### config.mk
export PLATFORM = sky130hd
export DESIGN_NAME = cache_line_mover
export DESIGN_NICKNAME = d
export VERILOG_FILES = /design/src/rtl/cache_line_mover.sv
export SDC_FILE = /design/constraint.sdc
export NUM_CORES = 1
export LEC_CHECK = 0
export CORE_AREA = 5 5 273 275
export DETAILED_ROUTE_END_ITERATION = 16
export DIE_AREA = 0 0 278 280
export PLACE_DENSITY_LB_ADDON = 0.15
export SYNTH_ARGS = -nofsm -noshare
export SYNTH_HDL_FRONTEND = slang
export SYNTH_SLANG_ARGS = --single-unit
### constraint.sdc
create_clock -name clk -period 18.5 [get_ports clk]
set_clock_uncertainty 0.15 [all_clocks]
set_input_delay 3.7 -clock clk [delete_from_list [all_inputs] [get_ports clk]]
set_output_delay 3.7 -clock clk [all_outputs]
set_load 0.01 [all_outputs]
### src/rtl/cache_line_mover.sv
// Moves one 256-bit cache line between a data-array way and the 32-bit burst memory bus:
// refill (8 read beats -> array write) or writeback (array read -> 8 write beats).
module cache_line_mover #(
    parameter int unsigned SET_W  = 6,
    parameter int unsigned WAYS   = 4,
    parameter int unsigned LINE_W = 256,
    parameter int unsigned BEAT_W = 32
) (
    input  logic              clk,
    input  logic              rst,
    input  logic              req_valid,
    output logic              req_ready,
    input  logic              req_op,
    input  logic [1:0]        req_way,
    input  logic [SET_W-1:0]  req_set,
    input  logic [31:0]       req_addr,
    output logic              done,
    output logic              err,
    output logic [WAYS-1:0]   da_wen,
    output logic [SET_W-1:0]  da_waddr,
    output logic [LINE_W-1:0] da_wdata,
    output logic [SET_W-1:0]  da_raddr,
    output logic [1:0]        da_rway,
    input  logic [LINE_W-1:0] da_rdata,
    output logic              mem_rd_req_valid,
    input  logic              mem_rd_req_ready,
    output logic [31:0]       mem_rd_addr,
    input  logic              mem_rd_rsp_valid,
    output logic              mem_rd_rsp_ready,
    input  logic [BEAT_W-1:0] mem_rd_rsp_data,
    input  logic              mem_rd_rsp_last,
    output logic              mem_wr_req_valid,
    input  logic              mem_wr_req_ready,
    output logic [31:0]       mem_wr_addr,
    output logic              mem_wr_data_valid,
    input  logic              mem_wr_data_ready,
    output logic [BEAT_W-1:0] mem_wr_data,
    output logic              mem_wr_last
);

    localparam int unsigned BEATS = LINE_W / BEAT_W;
    localparam int unsigned CNT_W = $clog2(BEATS);
    localparam int unsigned IDX_W = $clog2(LINE_W);
    localparam int unsigned BOFF  = $clog2(BEAT_W);
    localparam logic [31:0] OFF_MASK = 32'(LINE_W / 8 - 1);

    typedef enum logic [2:0] {
        StIdle, StRdReq, StRdBeat, StRdCommit, StWbLoad, StWrReq, StWrBeat, StDone
    } state_e;

    state_e             state_q, state_d;
    logic [1:0]         way_q, way_d;
    logic [SET_W-1:0]   set_q, set_d;
    logic [31:0]        addr_q, addr_d;
    logic [LINE_W-1:0]  buf_q, buf_d;
    logic [CNT_W-1:0]   beat_cnt_q, beat_cnt_d;
    logic               err_q, err_d;
    logic               last_beat;
    logic [IDX_W-1:0]   beat_lsb;

    assign last_beat = (beat_cnt_q == CNT_W'(BEATS - 1));
    assign beat_lsb  = IDX_W'(beat_cnt_q) << BOFF;

    always_ff @(posedge clk or posedge rst) begin
        if (rst) begin
            state_q    <= StIdle;
            way_q      <= '0;
            set_q      <= '0;
            addr_q     <= '0;
            buf_q      <= '0;
            beat_cnt_q <= '0;
            err_q      <= 1'b0;
        end else begin
            state_q    <= state_d;
            way_q      <= way_d;
            set_q      <= set_d;
            addr_q     <= addr_d;
            buf_q      <= buf_d;
            beat_cnt_q <= beat_cnt_d;
            err_q      <= err_d;
        end
    end

    always_comb begin
        state_d    = state_q;
        way_d      = way_q;
        set_d      = set_q;
        addr_d     = addr_q;
        buf_d      = buf_q;
        beat_cnt_d = beat_cnt_q;
        err_d      = err_q;
        unique case (state_q)
            StIdle: begin
                if (req_valid) begin
                    way_d   = req_way;
                    set_d   = req_set;
                    addr_d  = req_addr & ~OFF_MASK;
                    state_d = req_op ? StWbLoad : StRdReq;
                end
            end
            StRdReq: begin
                if (mem_rd_req_ready) begin
                    beat_cnt_d = '0;
                    state_d    = StRdBeat;
                end
            end
            StRdBeat: begin
                if (mem_rd_rsp_valid) begin
                    buf_d[beat_lsb +: BEAT_W] = mem_rd_rsp_data;
                    beat_cnt_d = beat_cnt_q + CNT_W'(1);
                    // The local beat count decides completion; a misplaced last only flags err.
                    if (mem_rd_rsp_last != last_beat) err_d = 1'b1;
                    if (last_beat) state_d = StRdCommit;
                end
            end
            StRdCommit: state_d = StDone;
            StWbLoad: begin
                buf_d   = da_rdata;
                state_d = StWrReq;
            end
            StWrReq: begin
                if (mem_wr_req_ready) begin
                    beat_cnt_d = '0;
                    state_d    = StWrBeat;
                end
            end
            StWrBeat: begin
                if (mem_wr_data_ready) begin
                    beat_cnt_d = beat_cnt_q + CNT_W'(1);
                    if (last_beat) state_d = StDone;
                end
            end
            StDone:  state_d = StIdle;
            default: state_d = StIdle;
        endcase
    end

    // req_ready is gated by rst so it stays low for the whole reset window.
    assign req_ready         = (state_q == StIdle) && !rst;
    assign done              = (state_q == StDone);
    assign err               = err_q;
    assign da_wen            = (state_q == StRdCommit) ? (WAYS'(1) << way_q) : '0;
    assign da_waddr          = set_q;
    assign da_wdata          = buf_q;
    assign da_raddr          = set_q;
    assign da_rway           = way_q;
    assign mem_rd_req_valid  = (state_q == StRdReq);
    assign mem_rd_addr       = addr_q;
    assign mem_rd_rsp_ready  = (state_q == StRdBeat);
    assign mem_wr_req_valid  = (state_q == StWrReq);
    assign mem_wr_addr       = addr_q;
    assign mem_wr_data_valid = (state_q == StWrBeat);
    assign mem_wr_data       = buf_q[beat_lsb +: BEAT_W];
    assign mem_wr_last       = (state_q == StWrBeat) && last_beat;

endmodule

==> run metrics <==
outcome complete, no violations; Post CTS Setup Buffer Count 0; P per Cell Area 187 nW/um^2; final layout net count 2,578; IO Count 715; Pins Over Slew Limit 0; R2R Path End da_wdata[238]; HP Start err; period utilisation layout 48.0%; CP cell instances clkdlybuf4s50_1 > nor4_1 > clkdlybuf4s50_1; TritonCTS Sinks 298; Critical Path Slowest Stage Cell clkdlybuf4s50_1; largest area contributor in the netlist dfrtp_1; required time worst endpoint 14.65 ns; first-pass GRT wire length 117,000 um; DIE HEIGHT 280 um; Buffers on Ports 699; CTS resizes 0; Critical R2R Launch beat_cnt_q[0]; Cell Area, Synth 16,400 um^2; H-tree levels 2; GRT overflow 0; synth top area cells dfrtp_1 45%, nand2_1 8.8%, mux4_2 8.8%; Clock Tree Root clkbuf_16; syn_area_per_cell 10.0 um^2; DR DRC count 0; post-synth cell types 41; Post-CTS Hold Fix Bufs 0; register area share after synthesis 45.4%; die area 77,800 um^2; antenna viol nets, final 0; first-iteration detailed-routing DRC count 902; Syn Inst Count 1,643; die width 278 um; Final Cell Area 25,300 um^2; internal power 0.00280 W; worst skew pair latency 0.56 ns; Num CTS Buffers 41; Max clock buf depth 3; initial antenna violation count 16; Area growth syn-to-layout 53.9%; largest net degree at the start of global routing 114; list of most frequent post-synthesis cells 387 x nand2_1, 298 x dfrtp_1, 112 x mux2i_1; row cnt 99; Post-synth ARST share 100%; Worst path top cell family by delay buffers and inverters; GRT Util Overall 20.0%; crit path capture type output port; Post-DP Area 23,900 um^2; total number of vias 15,600; VDD IR max 0.0883 mV; fraction of layout cells with a size suffix above 1 8.87%; most frequent cell after synthesis nand2_1; max_cap viols 0; unrepaired setup endpoints after global routing false; 1st-pass router iterations 5; WL/cell 25.3 um; Starting Density 22.8%; Fin. Hold Viols 0; hold path depth 1; Crit Path Max Fanout 2; FF-to-FF path depth 9; minimum clock period 8.88 ns; FMAX 113 MHz; Setup CP Type input port to output port; Hold Path End err; Setup TNS 0 ns; Rel. slew slack 28.3%; Reg2Reg Setup Slack 13.64 ns; Crit path largest cell delay 0.61 ns; switching share of power 40.7%; Buf+Inv Stages, Crit Path 2; EDFF count, synth 0; NetSw 0.00192 W; final setup vio count 0; HPWL Detailed 58,800 um; Vias per Instance 4.82; Post-synth top flop dfrtp_1; Leak 10.4 nW; critical path startpoint category input port; register bit total from synthesis 298; CTS tree built; vias in the first global route 16,100; final RePlAce weighted congestion 0.840; Clock transition at path regs 0.05 ns; Clk pwr share 17.0%; core area 72,100 um^2; combinational share of power 54.9%; Worst Tran Pin Value 1.08 ns; Synth warnings 0; Power Total 0.00473 W; Flop pwr share 28.1%; min-delay worst type flop to flop; Routed WL 82,000 um; CP Data Arrival Time 5.03 ns; CP most frequent cell clkdlybuf4s50_1; Yosys top cell area share 45.4%
worst reg2reg max path: cells and delay by family, from the launching register on:
family | cells | cell delay [ns]
buffers and inverters | 3 | 1.57
muxes | 1 | 0.36
DFF | 1 | 0.71
AOI/OAI and AO/OA | 1 | 0.09
adders and majority gates | 2 | 0.63
and+or+nand+nor | 2 | 1.17
cell usage in the layout (no fill, tap or decap), types with 2 or more instances in the layout:
cell type and n:
clkbuf_1 12, a22o_1 2, o21ai_1 46, clkdlybuf4s50_1 699, nor4_4 4, conb_1 10, clkbuf_16 43, o211ai_1 50
mux4_2 64, mux2_2 36, nand2b_1 4, nor4_1 3, a211oi_1 96, a31oi_1 98, dfrtp_4 2, clkinv_2 4
a21oi_1 3, nor2_1 10, clkbuf_8 12, o21ai_0 68, ha_1 5, nand2_1 387, or4_4 2, nor4b_1 2
mux2i_1 112, inv_1 6, dfrtp_1 295, diode_2 11, nand3_1 50, buf_4 25, and2_1 97
sequential cells by signal (all words and copies together), names as in the netlist:
| name | cells |
|---|---|
| mem_rd_addr | 27 |
| da_rway | 2 |
| da_raddr | 6 |
| da_wdata | 256 |
| beat_cnt_q | 3 |
| err | 1 |
| state_q | 3 |
logic make-up after synthesis:
family | share of synthesized area (%)
simple gates | 15.7
compound gates | 14.3
flops | 45.4
mux | 18.1
buf+inv | 6.14
fa+ha+maj | 0.381
other cells | 0.0228
xor+xnor | 0.0533
through the flow:
step	setup slack, ns	std cells	utilization [%]	hold slack [ns]
6_report	9.62	3236	35.1	0.310
5_1_grt	9.52	3235	35.1	0.337
4_1_cts	9.60	3225	35.1	0.313
3_5_place_dp	9.58	3152	33.2	0.301
3_3_place_gp	9.63	3152	33.2	0.295
2_1_floorplan	6.42	1652	-	0.343
final cells by class:
type                            count  area [um^2]
Clock buffer                       67         1290
Tap cell                          959         1200
Sequential cell                   298         7470
Multi-Input combinational cell   1163         8050
Clock inverter                      6         58.8
Fill cell                        7407        46800
Inverter                            8         37.5
Timing Repair Buffer              724         7180
Antenna cell                       11         27.5
routing by layer:
layer  global-route usage [%]  part of all wire, %  up-vias
li1                         -                    -     7087
met1                     24.5                   40     7835
met2                     34.8                   50      545
met3                     5.04                  6.4      111
met4                     6.20                  2.7       10
met5                        0                0.096        -
worst max-delay path by stage:
stage               start            end  slack [ns]  depth (start not counted)
floorplan             rst  beat_cnt_q[0]        6.42                          1
global placement      rst      req_ready        9.63                          3
detailed placement    rst      req_ready        9.58                          3
CTS                   rst      req_ready        9.60                          3
global route          rst      req_ready        9.52                          3
finish                rst      req_ready        9.62                          3
power by group through the flow:
stage          sequential (W)  clock (W)  combinational, W
5_1_grt               0.00137   0.000855           0.00280
3_3_place_gp          0.00132          0           0.00261
2_1_floorplan         0.00133          0           0.00125
4_1_cts               0.00133   0.000833           0.00264
3_5_place_dp          0.00133          0           0.00263
6_report              0.00133   0.000803           0.00259
Note: power is estimated with default switching activity, not from simulation.
